==> src/rtl/i2d_id_pkg.sv <==
// Shared definitions for the i2d decode stage: opcodes, instruction field
// positions, the decode-stage state encoding and the decoded field bundle.
package i2d_id_pkg;

  localparam logic [5:0] OP_NOP = 6'h00;
  localparam logic [5:0] OP_ADD = 6'h01;
  localparam logic [5:0] OP_LD  = 6'h10;
  localparam logic [5:0] OP_ST  = 6'h11;
  localparam logic [5:0] OP_JMP = 6'h20;

  localparam int OP_HI  = 31;
  localparam int OP_LO  = 26;
  localparam int RD_HI  = 25;
  localparam int RD_LO  = 21;
  localparam int RS_HI  = 20;
  localparam int RS_LO  = 16;
  localparam int RT_HI  = 15;
  localparam int RT_LO  = 11;
  localparam int IMM_HI = 15;

  typedef enum logic [1:0] {
    ST_RUN    = 2'd0,
    ST_HOLD   = 2'd1,
    ST_BUBBLE = 2'd2
  } state_t;

  typedef struct packed {
    logic [31:0] pc;
    logic [5:0]  op;
    logic [4:0]  rd;
    logic [4:0]  rs;
    logic [4:0]  rt;
    logic [31:0] imm;
    logic [25:0] imm26;
    logic        we;
    logic        load;
    logic        store;
    logic        jump;
  } id_fields_t;

endpackage

==> src/rtl/i2d_id_dec.sv <==
// Combinational field and class decoder. Unknown opcodes yield an all-zero
// (NOP) bundle with o_known=0 and read no registers.
module i2d_id_dec
  import i2d_id_pkg::*;
(
  input  logic [31:0] i_ins,
  input  logic [31:0] i_pc,
  output id_fields_t  o_fields,
  output logic        o_known,
  output logic        o_usesRs,
  output logic        o_usesRt
);

  logic [5:0] w_op;

  assign w_op = i_ins[OP_HI:OP_LO];

  always_comb begin
    o_fields = '0;
    o_known  = 1'b0;
    o_usesRs = 1'b0;
    o_usesRt = 1'b0;
    case (w_op)
      OP_NOP: o_known = 1'b1;
      OP_ADD: begin
        o_known     = 1'b1;
        o_fields.we = 1'b1;
        o_usesRs    = 1'b1;
        o_usesRt    = 1'b1;
      end
      OP_LD: begin
        o_known       = 1'b1;
        o_fields.we   = 1'b1;
        o_fields.load = 1'b1;
        o_usesRs      = 1'b1;
      end
      OP_ST: begin
        o_known        = 1'b1;
        o_fields.store = 1'b1;
        o_usesRs       = 1'b1;
        o_usesRt       = 1'b1;
      end
      OP_JMP: begin
        o_known       = 1'b1;
        o_fields.jump = 1'b1;
      end
      default: o_known = 1'b0;
    endcase
    if (o_known) begin
      o_fields.pc    = i_pc;
      o_fields.op    = w_op;
      o_fields.rd    = i_ins[RD_HI:RD_LO];
      o_fields.rs    = i_ins[RS_HI:RS_LO];
      o_fields.rt    = i_ins[RT_HI:RT_LO];
      o_fields.imm   = {{16{i_ins[IMM_HI]}}, i_ins[IMM_HI:0]};
      o_fields.imm26 = i_ins[RD_HI:0];
    end
  end

endmodule

==> src/rtl/i2d_id.sv <==
// Instruction decode stage: id_* pipeline registers, one-entry skid buffer,
// load-use interlock and the RUN/HOLD/BUBBLE control state.
module i2d_id
  import i2d_id_pkg::*;
#(
  parameter bit LOAD_INTERLOCK = 1'b1
)
(
  input  logic        clk,
  input  logic        rst,
  input  logic [31:0] if_ins,
  input  logic [31:0] if_pc,
  input  logic        if_busy,
  input  logic        flush,
  input  logic        ex_stall,
  output logic        if_en,
  output logic        id_valid,
  output logic [31:0] id_pc,
  output logic [5:0]  id_op,
  output logic [4:0]  id_rd,
  output logic [4:0]  id_rs,
  output logic [4:0]  id_rt,
  output logic [31:0] id_imm,
  output logic [25:0] id_imm26,
  output logic        id_we,
  output logic        id_load,
  output logic        id_store,
  output logic        id_jump
);

  state_t     r_state, w_stateNext;
  id_fields_t r_id, w_dec;
  logic       r_idValid, r_skidFull, r_ldValid;
  logic [31:0] r_skidIns, r_skidPc;
  logic [4:0] r_ldRd;
  logic       w_srcValid, w_known, w_usesRs, w_usesRt, w_hazard;
  logic       w_hold, w_bubble, w_issue, w_capture;
  logic [31:0] w_srcIns, w_srcPc;

  assign w_srcValid = r_skidFull | ~if_busy;
  assign w_srcIns   = r_skidFull ? r_skidIns : if_ins;
  assign w_srcPc    = r_skidFull ? r_skidPc  : if_pc;

  i2d_id_dec u_dec (
    .i_ins    (w_srcIns),
    .i_pc     (w_srcPc),
    .o_fields (w_dec),
    .o_known  (w_known),
    .o_usesRs (w_usesRs),
    .o_usesRt (w_usesRt)
  );

  // r_ldValid only ever holds a load with rd!=0; a bubble just taken never repeats.
  assign w_hazard = LOAD_INTERLOCK && r_ldValid && (r_state != ST_BUBBLE) && w_srcValid &&
                    ((w_usesRs && (w_dec.rs == r_ldRd)) || (w_usesRt && (w_dec.rt == r_ldRd)));

  assign if_en = ~rst & ~r_skidFull & ~ex_stall & ~w_hazard;

  always_ff @(posedge clk or posedge rst) begin
    if (rst) r_state <= ST_RUN;
    else     r_state <= w_stateNext;
  end

  always_comb begin
    w_stateNext = ST_RUN;
    if (flush)         w_stateNext = ST_RUN;
    else if (ex_stall) w_stateNext = ST_HOLD;
    else if (w_hazard) w_stateNext = ST_BUBBLE;
  end

  always_comb begin
    w_hold    = (w_stateNext == ST_HOLD);
    w_bubble  = (w_stateNext == ST_BUBBLE);
    w_issue   = (w_stateNext == ST_RUN) & ~flush;
    w_capture = ~r_skidFull & ~if_busy & (w_hold | w_bubble);
  end

  always_ff @(posedge clk or posedge rst) begin
    if (rst) begin
      r_id       <= '0;
      r_idValid  <= 1'b0;
      r_skidFull <= 1'b0;
      r_skidIns  <= '0;
      r_skidPc   <= '0;
      r_ldValid  <= 1'b0;
      r_ldRd     <= '0;
    end else if (flush) begin
      r_id       <= '0;
      r_idValid  <= 1'b0;
      r_skidFull <= 1'b0;
      r_ldValid  <= 1'b0;
    end else begin
      if (w_capture) begin
        r_skidIns  <= if_ins;
        r_skidPc   <= if_pc;
        r_skidFull <= 1'b1;
      end
      if (w_bubble) begin
        r_id      <= '0;
        r_idValid <= 1'b0;
        r_ldValid <= 1'b0;
      end else if (w_issue) begin
        r_skidFull <= 1'b0;
        if (w_srcValid) begin
          r_id      <= w_dec;
          r_idValid <= w_known;
          r_ldValid <= w_known & w_dec.load & (w_dec.rd != 5'd0);
          r_ldRd    <= w_dec.rd;
        end else begin
          r_id      <= '0;
          r_idValid <= 1'b0;
          r_ldValid <= 1'b0;
        end
      end
    end
  end

  assign id_valid = r_idValid;
  assign id_pc    = r_id.pc;
  assign id_op    = r_id.op;
  assign id_rd    = r_id.rd;
  assign id_rs    = r_id.rs;
  assign id_rt    = r_id.rt;
  assign id_imm   = r_id.imm;
  assign id_imm26 = r_id.imm26;
  assign id_we    = r_id.we;
  assign id_load  = r_id.load;
  assign id_store = r_id.store;
  assign id_jump  = r_id.jump;

endmodule

==> config.mk <==
export PLATFORM = sky130hd
export DESIGN_NAME = i2d_id
export DESIGN_NICKNAME = d
export VERILOG_FILES = /design/src/rtl/i2d_id_pkg.sv /design/src/rtl/i2d_id_dec.sv /design/src/rtl/i2d_id.sv
export SDC_FILE = /design/constraint.sdc
export NUM_CORES = 1
export LEC_CHECK = 0
export ABC_CLOCK_PERIOD_IN_PS = 7500
export CAP_MARGIN = 25
export CORE_ASPECT_RATIO = 1.5
export CORE_MARGIN = 10
export CORE_UTILIZATION = 30
export CTS_BUF_LIST = sky130_fd_sc_hd__clkbuf_8
export DETAILED_ROUTE_END_ITERATION = 8
export PLACE_DENSITY = 0.54
export SYNTH_ARGS = -nofsm -noshare
export SYNTH_HDL_FRONTEND = slang
export SYNTH_HIERARCHICAL = 1
export SYNTH_SLANG_ARGS = --single-unit
==> constraint.sdc <==
create_clock -name clk -period 7.5 [get_ports clk]
set_input_delay 0.75 -clock clk [delete_from_list [all_inputs] [get_ports clk]]
set_output_delay 0.75 -clock clk [all_outputs]
set_load 0.05 [all_outputs]
# Yosys cells after proc, flatten, opt, wreduce, memory -nomap -nowiden
# Cells that the tools add are included.
[word_totals]
output_inout_bits = 117
ff_bits = 189
wordCells = 89
inputBits = 69
[op_classes]
muxes = 29
n_eq_ne = 9
n_reduce_logical = 16
bitwise_logic = 17
[ops]
columns = ["operator", "count"]
rows = [
  ["$mux W115", 4],
  ["$mux W111", 1],
  ["$mux W32", 2],
  ["$mux W1", 19],
  ["$eq A6 B5 Y1 const B", 2],
  ["$eq A5 B5 Y1", 2],
  ["$and A1 B1 Y1", 8],
  ["$not A1 Y1", 7],
  ["$eq A6 B1 Y1 const B", 1],
  ["$eq A6 B6 Y1 const B", 1],
  ["$logic_not A6 Y1", 1],
  ["$mux W2", 3],
  ["$logic_and A1 B1 Y1", 5],
  ["$reduce_bool A5 Y1", 1],
  ["$reduce_or A5 Y1", 1],
  ["$reduce_and A4 Y1", 1],
  ["$reduce_or A2 Y1", 2],
  ["$reduce_bool A3 Y1", 1],
  ["$reduce_or A3 Y1", 1],
  ["$eq A2 B1 Y1 const B", 1],
  ["$eq A2 B2 Y1 const B", 1],
  ["$logic_not A2 Y1", 1],
  ["$ne A2 B2 Y1 const B", 1],
  ["$or A1 B1 Y1", 2],
  ["other kinds (2)", 2],
]

# Logic depth before layout (Yosys ltp)
# Gate-level depths: netlist (run 1).
[logic_depth]
depth_word = 19
ltp_mapped = 19
mapped_depth_nobuf = 11

# Hierarchy
# The synthesis (run 1) kept the hierarchy.
[by_module_without_submodules]
columns = ["mod", "instances", "area_per_inst_um2", "seq_area_each_um2", "cells_each"]
rows = [
  ["i2d_id", 1, 7718.7, 4729.5, 517],
  ["i2d_id_dec", 1, 1138.6, 0.0, 141],
]

# Worst setup path after synthesis (run 1)
# OpenSTA, ideal clock, no wires.
[synth_path]
path_type = "reg2out"
start = "register r_skidFull"
end = "output port if_en"
t_required_ps = 6750
setup_slack_ps = 2295
path_buffers = 5
arrival_ps = 4455
stages_incl_launch_ff = 13
cell_sequence = "dfrtp_1 > buf_2 > buf_2 > mux2_2 > or3_1 > buf_2 > buf_2 > nor3b_1 > buf_4 > xnor2_1 > nand4_1 > nor3_1 > nor3_1"
[synth_lines]
columns = ["element", "line_no", "source"]
rows = [
  ["from (decl)", "i2d_id.sv:33", "logic r_idValid, r_skidFull, r_ldValid;"],
  ["from (signal assigned)", "i2d_id.sv:82", "r_skidFull <= 1'b0;"],
  ["from (signal assigned)", "i2d_id.sv:90", "r_skidFull <= 1'b0;"],
  ["from (signal assigned)", "i2d_id.sv:96", "r_skidFull <= 1'b1;"],
  ["to (decl)", "i2d_id.sv:16", "output logic if_en,"],
]

# Worst setup path after layout (run 1)
[layout_path]
start = "register r_skidFull"
end = "output port if_en"
[layout_between]
elab_chain_len = 11
elab_cells_between_ends = 26
classes_between = "6 x eq/ne; 5 x mux; 6 x bitwise; 9 x reduce/logical"
[layout_lines]
columns = ["element", "line_no", "source"]
rows = [
  ["$mux W32 *", "i2d_id.sv:41", "assign w_srcIns = r_skidFull ? r_skidIns : if_ins;"],
  ["net w_srcIns[27]", "i2d_id.sv:38", "logic [31:0] w_srcIns, w_srcPc;"],
  ["$eq A6 B1 Y1, or another cell as far along", "i2d_id_dec.sv:23", "case (w_op)"],
  ["$reduce_or A5 Y1 (no source line)", "n/a", ""],
  ["$mux W1", "i2d_id_dec.sv:23", ""],
  ["$mux W111", "i2d_id_dec.sv:49", "if (o_known) begin"],
  ["$eq A5 B5 Y1", "i2d_id.sv:55", "((w_usesRs && (w_dec.rs == r_ldRd)) || (w_usesRt && (w_dec.rt == r_ldRd)));"],
  ["$logic_and A1 B1 Y1", "i2d_id.sv:55", ""],
  ["$logic_or A1 B1 Y1 *", "i2d_id.sv:55", ""],
  ["$logic_and A1 B1 Y1 *", "i2d_id.sv:54", "assign w_hazard = LOAD_INTERLOCK && r_ldValid && (r_state != ST_BUBBLE) && w_srcValid &&"],
  ["$not A1 Y1 *", "i2d_id.sv:57", "assign if_en = ~rst & ~r_skidFull & ~ex_stall & ~w_hazard;"],
  ["$and A1 B1 Y1 *", "i2d_id.sv:57", ""],
]
# Mark *: on every way through the listed nets, which the timed path passes. The rest lies on a longest branch.

==> out/results.tsv, run 1 <==
stage	metric	value	unit
cells_and_area	Layout fillers	2876	
floorplanning	core box area	29290	µm²
timing	slew margin rel.	38.96	%
synth	Synth area leader	dfrtp_1	
timing	Pins Over Slew Limit	0	
clock_network	setup bufs post-CTS	0	
critical_path	Worst path most repeated cell	nor3_1	
routing	Vias	5580	
run_status	outcome	finished clean	
critical_path	CP Launch Type	flop	
cells_and_area	synthesis-to-finish area growth	25.34	%
synth	top post-synthesis cells by area	dfrtp_1, mux2_2, a22o_1, buf_4, nor3b_1	
routing	final wirelength	24380	µm
timing	clk_skew	0.02426	ns
synth	Post-synth EDFFs	0	
clock_network	CTS Hold Buffers Added	0	
critical_path	worst path arrival time	4.56	ns
power	Net Switching	568.9	µW
timing	part of the cycle the worst path needs	70.75	%
critical_path	Crit-path slowest cell	dfrtp_4	
global_route	largest net degree at the start of global routing	112	
global_route	antenna violations before repair	2	
power	Int Pwr	1552	µW
routing	DRC	0	
timing	Tmin final	5.306	ns
clock_network	number of CTS-inserted buffers	17	
worst_hold_path	Hold Crit Depth	2	
clock_network	Clock Latency Late Sink	0.51	ns
timing	Fin. Hold Viols	0	
synth	Post-synth top flop	dfrtp_1	
synth	Syn Inst Count	658	
cells_and_area	post-route cell area	11100	µm²
critical_path	max incr delay on CP	0.81	ns
global_route	gr usage total	13.16	%
floorplanning	die width	160.3	µm
clock_network	Root Driver	clkbuf_8	
synth	Yosys top cell area share	53.40	%
worst_hold_path	HP Class	reg2reg	
power	clock share of power	33.8	%
timing	worst hold margin	0.4978	ns
global_route	global-route wire length before repair	37700	µm
placement	Post-DP Area	10650	µm²
timing	unrepaired setup endpoints after global routing	false	
cells_and_area	ratio of cells with drive above 1 in the final layout	26.56	%
critical_path	Worst Reg-to-Reg Cells	11	
floorplanning	cell row count	77	
critical_path	Crit. path cell count	8	
timing	setup tns final	0	ns
global_route	remaining global-route overflow	0	
power	sequential share of power	53.7	%
critical_path	critical path required time	6.75	ns
floorplanning	number of I/O pins	186	
timing	Fmax	0.1885	GHz
power	VDD IR-drop max	0.1136	mV
critical_path	Critical Path Sink Type	primary output	
routing	number of routed nets with antenna violations	0	
placement	DP Wirelength	15970	µm
cells_and_area	Layout Nets	842	
job	max-cap violations	0	
global_route	vias in the first global route	5921	
synth	warnings from Yosys	6	
synth	Post-Syn Area	8857	µm²
routing	Initial DRC Count	280	
power	sw frac	26.83	%
critical_path	kind of cell adding the most delay to the critical path	simple AND/OR/NAND/NOR gates	
synth	Yosys cell types	33	
clock_network	clock-pin slew on the worst setup and hold paths	0.10	ns
power	Logic pwr share	12.5	%
floorplanning	starting density of the core	30.24	%
synth	sequential cell area fraction in the yosys report	53.40	%
clock_network	CTS tree	done	
critical_path	critical path class	reg2out	
synth	Synth async-reset ratio	100.0	%
power	PD cells	191.0	nW/µm²
floorplanning	Die H	230.4	µm
synth	Avg Cell Area, Syn	13.46	µm²
placement	# port buffers	185	
placement	routability cong.	0.7248	
routing	WL/cell	20.66	µm
critical_path	Bufs and invs on worst path	1	
clock_network	deepest clock path buffer count	2	
synth	FF+latch count, synth	189	
timing	Slew @ Worst Pin	0.9136	ns
clock_network	# clock sinks	189	
critical_path	critical path cell sequence	mux2_2 > or3_4 > nor3b_1 > xnor2_1 > nand2_1 > nor3_1 > nor3_1 > clkdlybuf4s50_1	
critical_path	worst-path maximum fanout	40	
timing	Setup violations, final	0	
floorplanning	die area	36940	µm²
clock_network	number of gates resized after CTS	0	
routing	DRT Pass-1 Iters	4	
clock_network	H-Tree Level Count	4	
power	Pleak	0.004525	µW
routing	post-DR vias/cell	4.729	
final cells by class:
type                            instances  area [µm²]  area share (%)
Timing Repair Buffer                  198        1982           17.85
Multi-Input combinational cell        362        3463           31.20
Clock buffer                           18       247.7           2.231
Sequential cell                       189        4733           42.63
Inverter                                3       21.27          0.1916
Clock inverter                         13       155.1           1.397
Antenna cell                            2       5.005         0.04508
Tap cell                              395       494.2           4.452
worst register-to-register path: cells and delay by family (launching register included):
family          cells  cell delay (ns)
buf+inv             1             0.53
xor+xnor            1             0.19
mux                 2             0.90
simple gates        5             1.95
fa+ha+maj           1             0.31
flops               1             0.81
compound gates      1             0.13
cell usage after synthesis, drive strengths merged, types with 2 or more instances:
library cell / count
o21a: 2
clkbuf: 12
xnor2: 11
nor3b: 61
a22o: 116
nand2: 5
dfrtp: 189
buf: 94
nor4b: 4
nand2b: 3
or3: 2
nor2: 3
inv: 3
mux2: 133
nor3: 7
nand4: 2
ha: 2
final timing paths:
check                      startpoint  slack (ns)       endpoint
max in group asynchronous         rst        5.61    r_skidPc[4]
max                        r_skidFull        2.19          if_en
min reg2reg                 r_ldValid        0.50      r_ldValid
min in group asynchronous         rst        0.82      r_ldRd[4]
min                         r_ldValid        0.50      r_ldValid
max reg2reg                r_skidFull        2.57  r_skidIns[28]
power groups by stage:
stage,registers (µW),logic (µW),clock network [µW]
global route,1150,291,789
floorplan,1160,178,0
detailed placement,1160,270,0
global placement,1160,266,0
finish,1140,266,716
CTS,1140,271,753
stage by stage:
step | power (µW) | util, % | std cells | setup WS, ns
after floorplan | 1342 | - | 660 | 1.608
after global placement | 1421 | 36.35 | 1145 | 2.298
after detailed placement | 1429 | 36.35 | 1145 | 2.253
after CTS | 2163 | 37.73 | 1176 | 2.049
after global routing | 2229 | 37.91 | 1180 | 1.900
final | 2120 | 37.91 | 1180 | 2.194
logic make-up after synthesis:
logic type / share of synthesized area [%]
other: 0.04234
xor gates and xnor gates: 1.088
and+or+nand+nor: 8.532
buffers and inverters: 7.896
adders and majority gates: 0.2825
AOI/OAI and AO/OA: 11.85
DFF: 53.40
muxes: 16.91
cells in the final DEF (no fill, tap or decap), types with 2 or more instances in the layout:
master / n
nor3b_2: 21
conb_1: 3
mux2_2: 133
clkdlybuf4s50_1: 185
nor3_1: 7
inv_8: 3
bufinv_16: 2
nand2b_1: 3
dfrtp_1: 188
nor2_1: 3
inv_6: 5
buf_4: 11
nor4b_2: 4
nor3b_1: 40
ha_1: 2
diode_2: 2
nand4_1: 2
xnor2_1: 11
clkbuf_8: 18
a22o_1: 116
nand2_1: 5
clkinvlp_4: 2
registers in the layout, indices dropped and copies added, names as in the netlist:
register	flops
id_rs	5
id_op	6
id_imm26	26
id_load	1
r_skidFull	1
r_skidPc	32
id_valid	1
id_pc	32
r_ldValid	1
id_we	1
r_state	2
r_ldRd	5
id_store	1
id_rd	5
id_rt	5
id_jump	1
r_skidIns	32
id_imm	32
metal layers:
| layer | vias to the layer above | wire, µm | track usage [%] |
|---|---|---|---|
| met5 | - | 0 | 0 |
| met4 | 0 | 452 | 4.948 |
| met3 | 23 | 1260 | 4.293 |
| met2 | 122 | 12390 | 21.93 |
| met1 | 2835 | 10280 | 15.47 |
| li1 | 2600 | - | - |
Note: power is estimated with default switching activity, not from simulation.
==> inputs of run 2 (changes only) <==
--- a/config.mk
+++ b/config.mk
@@ -5,14 +5,14 @@
 export SDC_FILE = /design/constraint.sdc
 export NUM_CORES = 1
 export LEC_CHECK = 0
-export ABC_CLOCK_PERIOD_IN_PS = 7500
+export ABC_CLOCK_PERIOD_IN_PS = 4800
 export CAP_MARGIN = 25
 export CORE_ASPECT_RATIO = 1.5
 export CORE_MARGIN = 10
 export CORE_UTILIZATION = 30
 export CTS_BUF_LIST = sky130_fd_sc_hd__clkbuf_8
 export DETAILED_ROUTE_END_ITERATION = 8
-export PLACE_DENSITY = 0.54
+export PLACE_DENSITY = 0.56
 export SYNTH_ARGS = -nofsm -noshare
 export SYNTH_HDL_FRONTEND = slang
 export SYNTH_HIERARCHICAL = 1
==> constraint.sdc (replaced) <==
create_clock -name clk -period 4.8 [get_ports clk]
set_input_delay 0.48 -clock clk [delete_from_list [all_inputs] [get_ports clk]]
set_output_delay 0.48 -clock clk [all_outputs]
set_load 0.05 [all_outputs]
==> run 2 against run 1 <==
  * Clock power rose by 45%
  * Core utilization rose by 0.43 points
  * Register-to-register slack got worse by 1.9 ns
  * Combinational power up 61%
  * Hold slack lost 0.13 ns
  * Sequential power is 56% higher
  * Critical endpoint is now r_skidIns[29]
  * Largest power group unchanged
  * Highest routed layer is now met5
==> out/results.tsv, run 2 (synthesis results as in run 1) <==
stage	metric	value	unit
global_route	antenna violations before repair	1	
critical_path	max incr delay on CP	0.56	ns
routing	DRT Pass-1 Iters	4	
critical_path	Critical Path Sink Type	flop	
floorplanning	die width	160.3	µm
critical_path	worst path arrival time	4.58	ns
clock_network	number of gates resized after CTS	0	
floorplanning	Die H	230.4	µm
cells_and_area	Layout Nets	857	
critical_path	Crit-path slowest cell	dfrtp_4	
floorplanning	cell row count	77	
floorplanning	die area	36940	µm²
cells_and_area	Layout fillers	2859	
critical_path	worst-path maximum fanout	20	
timing	Pins Over Slew Limit	0	
routing	DRC	0	
cells_and_area	commonest non-fill, non-tap cell in the layout	dfrtp_1	
critical_path	worst reg-to-reg setup slack	0.62	ns
timing	Fin. Hold Viols	0	
clock_network	# clock sinks	189	
timing	Tmin final	4.178	ns
routing	Vias	5686	
critical_path	RR Startpoint	r_skidFull	
critical_path	critical path class	reg2reg	
timing	Slew @ Worst Pin	0.8415	ns
clock_network	deepest clock path buffer count	2	
timing	part of the cycle the worst path needs	87.04	%
run_status	outcome	finished clean	
timing	worst hold margin	0.3701	ns
clock_network	H-Tree Level Count	4	
clock_network	CTS tree	done	
cells_and_area	post-route cell area	11230	µm²
global_route	vias in the first global route	5948	
placement	Post-DP Area	10860	µm²
job	max-cap violations	0	
cells_and_area	most frequent cells in the layout	dfrtp_1, clkdlybuf4s50_1, mux2_2	
floorplanning	number of I/O pins	186	
critical_path	reg2reg end	r_skidIns[29]	
power	Pleak	0.004608	µW
timing	clk_skew	0.01611	ns
global_route	global-route wire length before repair	38120	µm
clock_network	CTS Hold Buffers Added	0	
routing	Initial DRC Count	312	
global_route	gr usage total	13.46	%
cells_and_area	antenna diode count	0	
clock_network	Clock Latency Late Sink	0.51	ns
clock_network	clock-pin slew on the worst setup and hold paths	0.11	ns
floorplanning	core box area	29290	µm²
cells_and_area	register area	4733	µm²
timing	slew margin rel.	43.78	%
critical_path	critical path required time	5.20	ns
clock_network	number of CTS-inserted buffers	17	
timing	Fmax	0.2394	GHz
critical_path	kind of cell adding the most delay to the critical path	simple AND/OR/NAND/NOR gates	
routing	WL/cell	20.77	µm
critical_path	Worst Reg-to-Reg Cells	13	
routing	number of routed nets with antenna violations	0	
critical_path	CP Launch Type	flop	
routing	final wirelength	24800	µm
placement	DP Wirelength	16540	µm
timing	setup tns final	0	ns
global_route	remaining global-route overflow	0	
routing	post-DR vias/cell	4.762	
critical_path	Bufs and invs on worst path	3	
timing	unrepaired setup endpoints after global routing	false	
worst_hold_path	HP Class	in2async	
placement	routability cong.	0.7499	
floorplanning	starting density of the core	30.24	%
cells_and_area	area of the multi-input gates	3470	µm²
global_route	largest net degree at the start of global routing	81	
clock_network	Root Driver	clkbuf_8	
power	PD cells	288.8	nW/µm²
cells_and_area	synthesis-to-finish area growth	26.77	%
critical_path	critical path cell sequence	mux2_2 > or3_4 > nor3b_1 > buf_4 > xnor2_1 > nand4_1 > nor3_1 > o21ai_0 > ha_1 > nor4b_2 > buf_4 > buf_12 > mux2_2	
clock_network	setup bufs post-CTS	0	
power	VDD IR-drop max	0.1788	mV
cells_and_area	ratio of cells with drive above 1 in the final layout	28.16	%
timing	Setup violations, final	0	
placement	# port buffers	185	
[run 2: cell count changes in the layout (fill, tap and decap cells not counted), sizes merged]
cell	change
buf	+16
bufinv	-2
clkbuf	-1
clkdlybuf4s50	-1
clkinv	+6
diode	-2
inv	-2
[run 2: final cells by class]
cell class	count	area share, %
clock buffer	17	2.084
clock inverter	15	1.181
inverter	3	0.1560
multi-input combinational	362	30.90
sequential	189	42.16
tap	395	4.402
timing repair buffer	213	19.12
[run 2: metrics by stage]
step	instances	utilization [%]	power, µW	setup WS (ns)
after CTS	1194	38.34	3301	0.5772
final	1194	38.34	3243	0.6222
after detailed placement	1162	37.09	2249	0.3581
after floorplan	660	-	2097	0.2366
after global routing	1194	38.34	3408	0.3032
after global placement	1161	37.02	2234	0.4258
[run 2: report_power, final]
part	internal (µW)	leakage [µW]	total [µW]	switching (µW)
Combinational	224	0.00191	429	205
Clock	377	0.000188	1040	659
Sequential	1720	0.00251	1780	58.6
[run 2: worst max path at each step]
| stage | cells past startpoint | end | startpoint | slack (ns) |
|---|---|---|---|---|
| 2_1_floorplan | 17 | r_skidIns[0] | r_skidFull | 0.24 |
| 3_3_place_gp | 13 | r_skidIns[27] | if_ins[27] | 0.43 |
| 3_5_place_dp | 14 | r_skidIns[4] | if_ins[29] | 0.36 |
| 4_1_cts | 13 | r_skidIns[29] | r_skidFull | 0.58 |
| 5_1_grt | 13 | r_skidIns[27] | r_skidFull | 0.30 |
| 6_report | 13 | r_skidIns[29] | r_skidFull | 0.62 |
[run 2: per-layer routing]
| layer | routed length, µm | vias to the layer above | track usage, % | part of all wire [%] |
|---|---|---|---|---|
| met4 | 314 | 2 | 4.056 | 1.3 |
| met5 | 13 | - | 0 | 0.052 |
| met1 | 10550 | 2929 | 16.32 | 43 |
| li1 | - | 2622 | - | - |
| met3 | 1390 | 16 | 4.738 | 5.6 |
| met2 | 12540 | 117 | 22.05 | 51 |
